**src/rtl/alioth_irq_pkg.sv**
```systemverilog
// Shared definitions for the interrupt gateway: register map offsets, ID width and the CLAIM read layout.
package alioth_irq_pkg;

    localparam int IRQ_ID_W = 5;

    localparam logic [31:0] IRQ_CTRL_OFS      = 32'h00;
    localparam logic [31:0] IRQ_ENABLE_OFS    = 32'h04;
    localparam logic [31:0] IRQ_PENDING_OFS   = 32'h08;
    localparam logic [31:0] IRQ_TYPE_OFS      = 32'h0C;
    localparam logic [31:0] IRQ_CLAIM_OFS     = 32'h10;
    localparam logic [31:0] IRQ_INSERVICE_OFS = 32'h14;

    typedef struct packed {
        logic                valid;
        logic [25:0]         rsvd;
        logic [IRQ_ID_W-1:0] id;
    } claim_t;

endpackage

```
**src/rtl/irq_prio_enc.sv**
```systemverilog
// Fixed-priority encoder: reports whether any bit is set and the highest set index (0 when none).
module irq_prio_enc
    import alioth_irq_pkg::*;
#(
    parameter int NUM_IRQ = 11
) (
    input  logic [NUM_IRQ-1:0]  i_vec,
    output logic                o_any,
    output logic [IRQ_ID_W-1:0] o_idx
);

    // Ascending scan so the last (highest) set bit overrides lower ones.
    always_comb begin
        o_any = |i_vec;
        o_idx = '0;
        for (int i = 0; i < NUM_IRQ; i++) begin
            if (i_vec[i]) o_idx = IRQ_ID_W'(i);
        end
    end

endmodule

```
**src/rtl/irq_gateway.sv**
```systemverilog
// Interrupt gateway: source capture, masking, fixed-priority arbitration and APB claim/complete interface.
// Define IRQ_GATEWAY_SYNC_EN to put a 2-flop synchroniser on every source line.
module irq_gateway
    import alioth_irq_pkg::*;
#(
    parameter int NUM_IRQ        = 11,
    parameter int APB_ADDR_WIDTH = 12,
    parameter int DATA_WIDTH     = 32
) (
    input  logic                      clk,
    input  logic                      rst,
    input  logic [NUM_IRQ-1:0]        irq_src_i,
    input  logic                      PSEL,
    input  logic                      PENABLE,
    input  logic [APB_ADDR_WIDTH-1:0] PADDR,
    input  logic                      PWRITE,
    input  logic [DATA_WIDTH-1:0]     PWDATA,
    output logic [DATA_WIDTH-1:0]     PRDATA,
    output logic                      PREADY,
    output logic                      PSLVERR,
    output logic                      irq_o,
    output logic [IRQ_ID_W-1:0]       irq_id_o
);

    logic                r_gen;
    logic [NUM_IRQ-1:0]  r_enable;
    logic [NUM_IRQ-1:0]  r_pending;
    logic [NUM_IRQ-1:0]  r_type;
    logic [NUM_IRQ-1:0]  r_inservice;
    logic [NUM_IRQ-1:0]  r_src_q;
    logic                r_irq;
    logic [IRQ_ID_W-1:0] r_irq_id;

    logic [NUM_IRQ-1:0]  w_src;
    logic [NUM_IRQ-1:0]  w_cand;
    logic [NUM_IRQ-1:0]  w_claim_mask;
    logic [NUM_IRQ-1:0]  w_complete_mask;
    logic [NUM_IRQ-1:0]  w_w1c_mask;
    logic [NUM_IRQ-1:0]  w_edge_set;
    logic [NUM_IRQ-1:0]  w_edge_pend;
    logic [NUM_IRQ-1:0]  w_pending_nxt;
    logic                w_any;
    logic [IRQ_ID_W-1:0] w_win;
    logic [31:0]         w_addr;
    logic                w_access, w_wr, w_rd, w_mapped, w_claim;
    logic                w_sel_ctrl, w_sel_enable, w_sel_pending;
    logic                w_sel_type, w_sel_claim, w_sel_inservice;
    logic [31:0]         w_rdata;
    claim_t              w_claim_rd;
    logic                w_unused;

`ifdef IRQ_GATEWAY_SYNC_EN
    logic [NUM_IRQ-1:0] r_sync1, r_sync2;

    always_ff @(posedge clk) begin
        if (rst) begin
            r_sync1 <= '0;
            r_sync2 <= '0;
        end else begin
            r_sync1 <= irq_src_i;
            r_sync2 <= r_sync1;
        end
    end

    assign w_src = r_sync2;
`else
    assign w_src = irq_src_i;
`endif

    assign w_addr   = 32'(PADDR);
    assign w_access = PSEL & PENABLE;
    assign w_wr     = w_access & PWRITE;
    assign w_rd     = w_access & ~PWRITE;

    assign w_sel_ctrl      = (w_addr == IRQ_CTRL_OFS);
    assign w_sel_enable    = (w_addr == IRQ_ENABLE_OFS);
    assign w_sel_pending   = (w_addr == IRQ_PENDING_OFS);
    assign w_sel_type      = (w_addr == IRQ_TYPE_OFS);
    assign w_sel_claim     = (w_addr == IRQ_CLAIM_OFS);
    assign w_sel_inservice = (w_addr == IRQ_INSERVICE_OFS);
    assign w_mapped = w_sel_ctrl | w_sel_enable | w_sel_pending |
                      w_sel_type | w_sel_claim | w_sel_inservice;

    // A claim only has side effects when a request is actually being presented.
    assign w_claim         = w_rd & w_sel_claim & r_irq;
    assign w_claim_mask    = w_claim ? (NUM_IRQ'(1) << r_irq_id) : '0;
    assign w_complete_mask = (w_wr & w_sel_claim) ? (NUM_IRQ'(1) << PWDATA[IRQ_ID_W-1:0]) : '0;
    assign w_w1c_mask      = (w_wr & w_sel_pending) ? (PWDATA[NUM_IRQ-1:0] & r_type) : '0;

    // Edge bits: a new edge beats any same-cycle clear; level bits simply follow the line unless in service.
    assign w_edge_set    = w_src & ~r_src_q & r_type;
    assign w_edge_pend   = w_edge_set | (r_pending & ~(w_w1c_mask | w_claim_mask));
    assign w_pending_nxt = (r_type & w_edge_pend) | (~r_type & w_src & ~r_inservice);

    assign w_cand = r_pending & r_enable & ~r_inservice & {NUM_IRQ{r_gen}};

    irq_prio_enc #(
        .NUM_IRQ (NUM_IRQ)
    ) u_prio_enc (
        .i_vec (w_cand),
        .o_any (w_any),
        .o_idx (w_win)
    );

    always_comb begin
        w_claim_rd       = '0;
        w_claim_rd.valid = r_irq;
        w_claim_rd.id    = r_irq ? r_irq_id : '0;
        w_rdata          = '0;
        if (w_sel_ctrl)      w_rdata = {31'b0, r_gen};
        if (w_sel_enable)    w_rdata = 32'(r_enable);
        if (w_sel_pending)   w_rdata = 32'(r_pending);
        if (w_sel_type)      w_rdata = 32'(r_type);
        if (w_sel_claim)     w_rdata = w_claim_rd;
        if (w_sel_inservice) w_rdata = 32'(r_inservice);
    end

    always_ff @(posedge clk) begin
        if (rst) begin
            r_gen       <= 1'b0;
            r_enable    <= '0;
            r_pending   <= '0;
            r_type      <= '0;
            r_inservice <= '0;
            r_src_q     <= '0;
            r_irq       <= 1'b0;
            r_irq_id    <= '0;
        end else begin
            r_src_q     <= w_src;
            r_pending   <= w_pending_nxt;
            r_inservice <= (r_inservice | w_claim_mask) & ~w_complete_mask;
            r_irq       <= w_any;
            r_irq_id    <= w_win;
            if (w_wr && w_sel_ctrl)   r_gen    <= PWDATA[0];
            if (w_wr && w_sel_enable) r_enable <= PWDATA[NUM_IRQ-1:0];
            if (w_wr && w_sel_type)   r_type   <= PWDATA[NUM_IRQ-1:0];
        end
    end

    assign PRDATA   = DATA_WIDTH'(w_rdata);
    assign PREADY   = 1'b1;
    assign PSLVERR  = w_access & ~w_mapped;
    assign irq_o    = r_irq;
    assign irq_id_o = r_irq_id;

    assign w_unused = ^PWDATA[DATA_WIDTH-1:NUM_IRQ];

endmodule

```
**config.mk**
```make
export PLATFORM = sky130hd
export DESIGN_NAME = irq_gateway
export DESIGN_NICKNAME = d
export VERILOG_FILES = /design/src/rtl/alioth_irq_pkg.sv /design/src/rtl/irq_prio_enc.sv /design/src/rtl/irq_gateway.sv
export SDC_FILE = /design/constraint.sdc
export NUM_CORES = 1
export LEC_CHECK = 0
export CAP_MARGIN = 20
export CORE_MARGIN = 2
export CORE_UTILIZATION = 52
export DETAILED_ROUTE_END_ITERATION = 10
export PLACE_DENSITY = 0.88
export SLEW_MARGIN = 20
export SYNTH_ARGS = -nofsm -noshare
export SYNTH_HDL_FRONTEND = slang
export SYNTH_HIERARCHICAL = 1
export SYNTH_SLANG_ARGS = --single-unit
```
**constraint.sdc**
```tcl
create_clock -name clk -period 2.6 [get_ports clk]
set_input_delay 0.26 -clock clk [delete_from_list [all_inputs] [get_ports clk]]
set_output_delay 0.26 -clock clk [all_outputs]
set_load 0.02 [all_outputs]
```
==> results.cfg <==
[status]
outcome = finished clean

[timing]
period_share_pct = 95.0
clock.fmax_mhz = 405
finalHoldViolCount = 0
fin_crit_ns = 2.47
slew_violations = 0
timing.final.ws_setup_ns = 0.130
relSlewSlack_pct = 46.2
grt_setup_unrepaired = no
tightest_slew_ns = 0.807
setup_violations = 0
skew_ns = 0.00896

[cts]
root_buffer = clkbuf_8
cts_made_buffers = 9
cts_sinks = 62
clockBufferDepth = 2
cts_tree = built
cts_setup_buffers = 0
cts_hold_buf = 0
clk_latency_ns = 0.34
htreeDepth = 3
path_clk_slew_ns = 0.07

[setup_path]
worst_setup_path_end_kind = primary output
timing.rr.end = irq_id_o[0]
required_ns = 2.34
worst-setup-path-type = in2out
r2r_cells = 7
cp_data_arrival_time_ns = 2.21
startpoint_type = input pin
worstSetupEndpoint = PRDATA[6]
reg2reg_from = r_gen
critical_path.max_fanout = 3
startpoint = PADDR[7]
crit_top_cell = buf_4
cp_slowest_cell = or4_4
critPathMaxStageDelay_ns = 0.56
crit_path_cell_trace = clkdlybuf4s50_1 -> or4_4 -> nor3_2 -> buf_4 -> nand2b_1 -> buf_4 -> o2bb2ai_1 -> clkbuf_2
r2r_slack_ns = 0.79

[logic_synthesis]
synth_most_common_cell = dfxtp_1
synth_cell_types = 47
synth_top_cell_by_area = dfxtp_1
synth_edf_count = 0
synthArstFlopShare_pct = 0
synth.top_cell.area_share_pct = 34.4
ys_ff_latch = 62
ys.flop_type = dfxtp_1
seq_area_frac_synth_pct = 34.4
syn_area_sq_um = 3610
synth_common_cells = 62 x dfxtp_1, 27 x nor2b_1, 26 x nand2b_1
synth_warnings = 6
synth_cells = 422
avgSynthCellArea_sq_um = 8.55
synth_area_leaders = dfxtp_1 34%, mux2i_1 6.4%, buf_4 5.2%

[floorplanning]
dieArea_sq_um = 7620
die_w_microns = 87.3
die_h_microns = 87.3
initial_core_util_pct = 53.4
core_area_sq_um = 6760
io_pins = 100
rows = 30

[placed_design]
place_congestion = 0.960
place_ws_ns = -0.292
post-dp-hpwl_microns = 7910
io_buffers = 57

[cells_and_area]
fillCellCount = 539
antenna_cells = 0
area_delta_synth_final_pct = 24.8
nets = 553
final_util_pct = 66.7
drive_gt1_share_pct = 16.3

[power_and_ir_drop]
leakagePower_nw = 1.59
ir_drop_v = 0.000345
powerDensity_nw_per_um2 = 491
total_power_w = 0.00221

[drt]
drt-total-wl_microns = 10900
ant_nets = 0
route.detailed.drc = 0
dr.pass1.iters = 5
vias = 3652
via_per_inst = 6.32
drt_iter0_drc = 384
post_drt_wl_per_cell_microns = 18.8

[global_route]
antenna_found_initial = 0
grt_start_max_net_pins = 51
grtUsageTotal_pct = 29.7
grt_pass1_vias = 3521
grt_overflow = 0
grt_pass1_wl_microns = 17200

[hold_path]
min_path_type = reg2reg
hp-start = r_enable[7]

[run]
cap_violations = 0
-- layer usage --
metal  vias up  GRT usage, %  routed length (microns)
met5         -             0                        0
met4         0          15.9                      521
met3        52          8.15                      984
met2       212          47.4                     5110
met1      1731          36.1                     4260
li1       1657             -                        -
-- cell families (layout without fill, tap and decap cells) --
kind of cell | after synthesis | count (layout) | synth area share [%]
other cells | 3 | 22 | 0.312
flops | 62 | 62 | 34.4
mux | 34 | 34 | 10.1
compound gates | 94 | 94 | 18.8
simple gates | 158 | 158 | 26.2
buf+inv | 71 | 128 | 10.2
-- placed cells by master, fill, tap and decap left out, types with 2 or more instances in the layout --
| master | count |
|---|---|
| conb_1 | 22 |
| o21ai_0 | 13 |
| buf_4 | 32 |
| or2_2 | 2 |
| nand3_1 | 13 |
| a211oi_1 | 8 |
| nand2b_1 | 26 |
| nor3_1 | 22 |
| nor4_2 | 2 |
| clkdlybuf4s50_1 | 44 |
| nor3b_1 | 2 |
| bufinv_16 | 2 |
| nor2b_1 | 27 |
| clkbuf_8 | 12 |
| a221o_1 | 6 |
| a22o_1 | 11 |
| dfxtp_1 | 62 |
| nor3_2 | 2 |
| o2bb2ai_1 | 6 |
| and2_1 | 2 |
| mux2_2 | 10 |
| a22oi_1 | 10 |
| nor4_1 | 8 |
| nor2_1 | 11 |
| or4b_1 | 2 |
| clkbuf_2 | 11 |
| inv_1 | 22 |
| mux2i_1 | 23 |
| a31oi_1 | 2 |
| nand4_1 | 14 |
| and4b_1 | 2 |
| nand2_1 | 13 |
| a21oi_1 | 21 |
| a2111oi_0 | 9 |
| a41oi_1 | 5 |
-- worst min path at each step --
stage                              to  slack (ns)  depth (start not counted)
after floorplan             r_type[0]        0.41                          2
after global placement    r_enable[4]        0.47                          2
after detailed placement  r_enable[1]        0.48                          2
after CTS                 r_enable[7]        0.49                          2
after global routing       r_src_q[5]        0.52                          2
final                     r_enable[7]        0.49                          2
-- where the power goes --
| part | internal [W] | total [W] | switching (W) |
|---|---|---|---|
| Clock | 0.000618 | 0.000996 | 0.000379 |
| Sequential | 0.000973 | 0.000984 | 0.0000112 |
| Combinational | 0.000110 | 0.000234 | 0.000123 |
-- cell type report --
| type | instances | area, sq um | area share [%] |
|---|---|---|---|
| sequential | 62 | 1240 | 27.5 |
| timing repair buffer | 90 | 769 | 17.1 |
| clock buffer | 13 | 169 | 3.75 |
| clock inverter | 3 | 65.1 | 1.44 |
| tap | 80 | 100 | 2.22 |
| multi-input combinational | 308 | 2080 | 46.1 |
| inverter | 22 | 82.6 | 1.83 |
-- state kept, by name (all words and copies together) (netlist names) --
| name | cells |
|---|---|
| r_inservice | 11 |
| irq_o | 1 |
| r_src_q | 11 |
| r_type | 11 |
| r_gen | 1 |
| r_enable | 11 |
| r_pending | 11 |
| irq_id_o | 5 |
-- repair_timing --
item,4_1_cts,5_1_grt
endpoints found under the setup margin,12,11
pin swaps,0,0
gates resized for setup,16,19
-- worst max-delay path: cells and delay by family --
kind	cells	cell delay (ns)
compound gates	1	0.17
buf+inv	4	0.94
simple gates	3	0.84
-- metrics by stage --
| stage | area, sq um | hold WS, ns | setup TNS, ns | cells |
|---|---|---|---|---|
| 2_1_floorplan | 3680 | 0.408 | 0 | 441 |
| 3_3_place_gp | 4330 | 0.471 | -2.47 | 562 |
| 3_5_place_dp | 4330 | 0.485 | -2.92 | 562 |
| 4_1_cts | 4550 | 0.494 | 0 | 578 |
| 5_1_grt | 4510 | 0.518 | 0 | 578 |
| 6_report | 4510 | 0.493 | 0 | 578 |
Note: power is estimated with default switching activity, not from simulation.
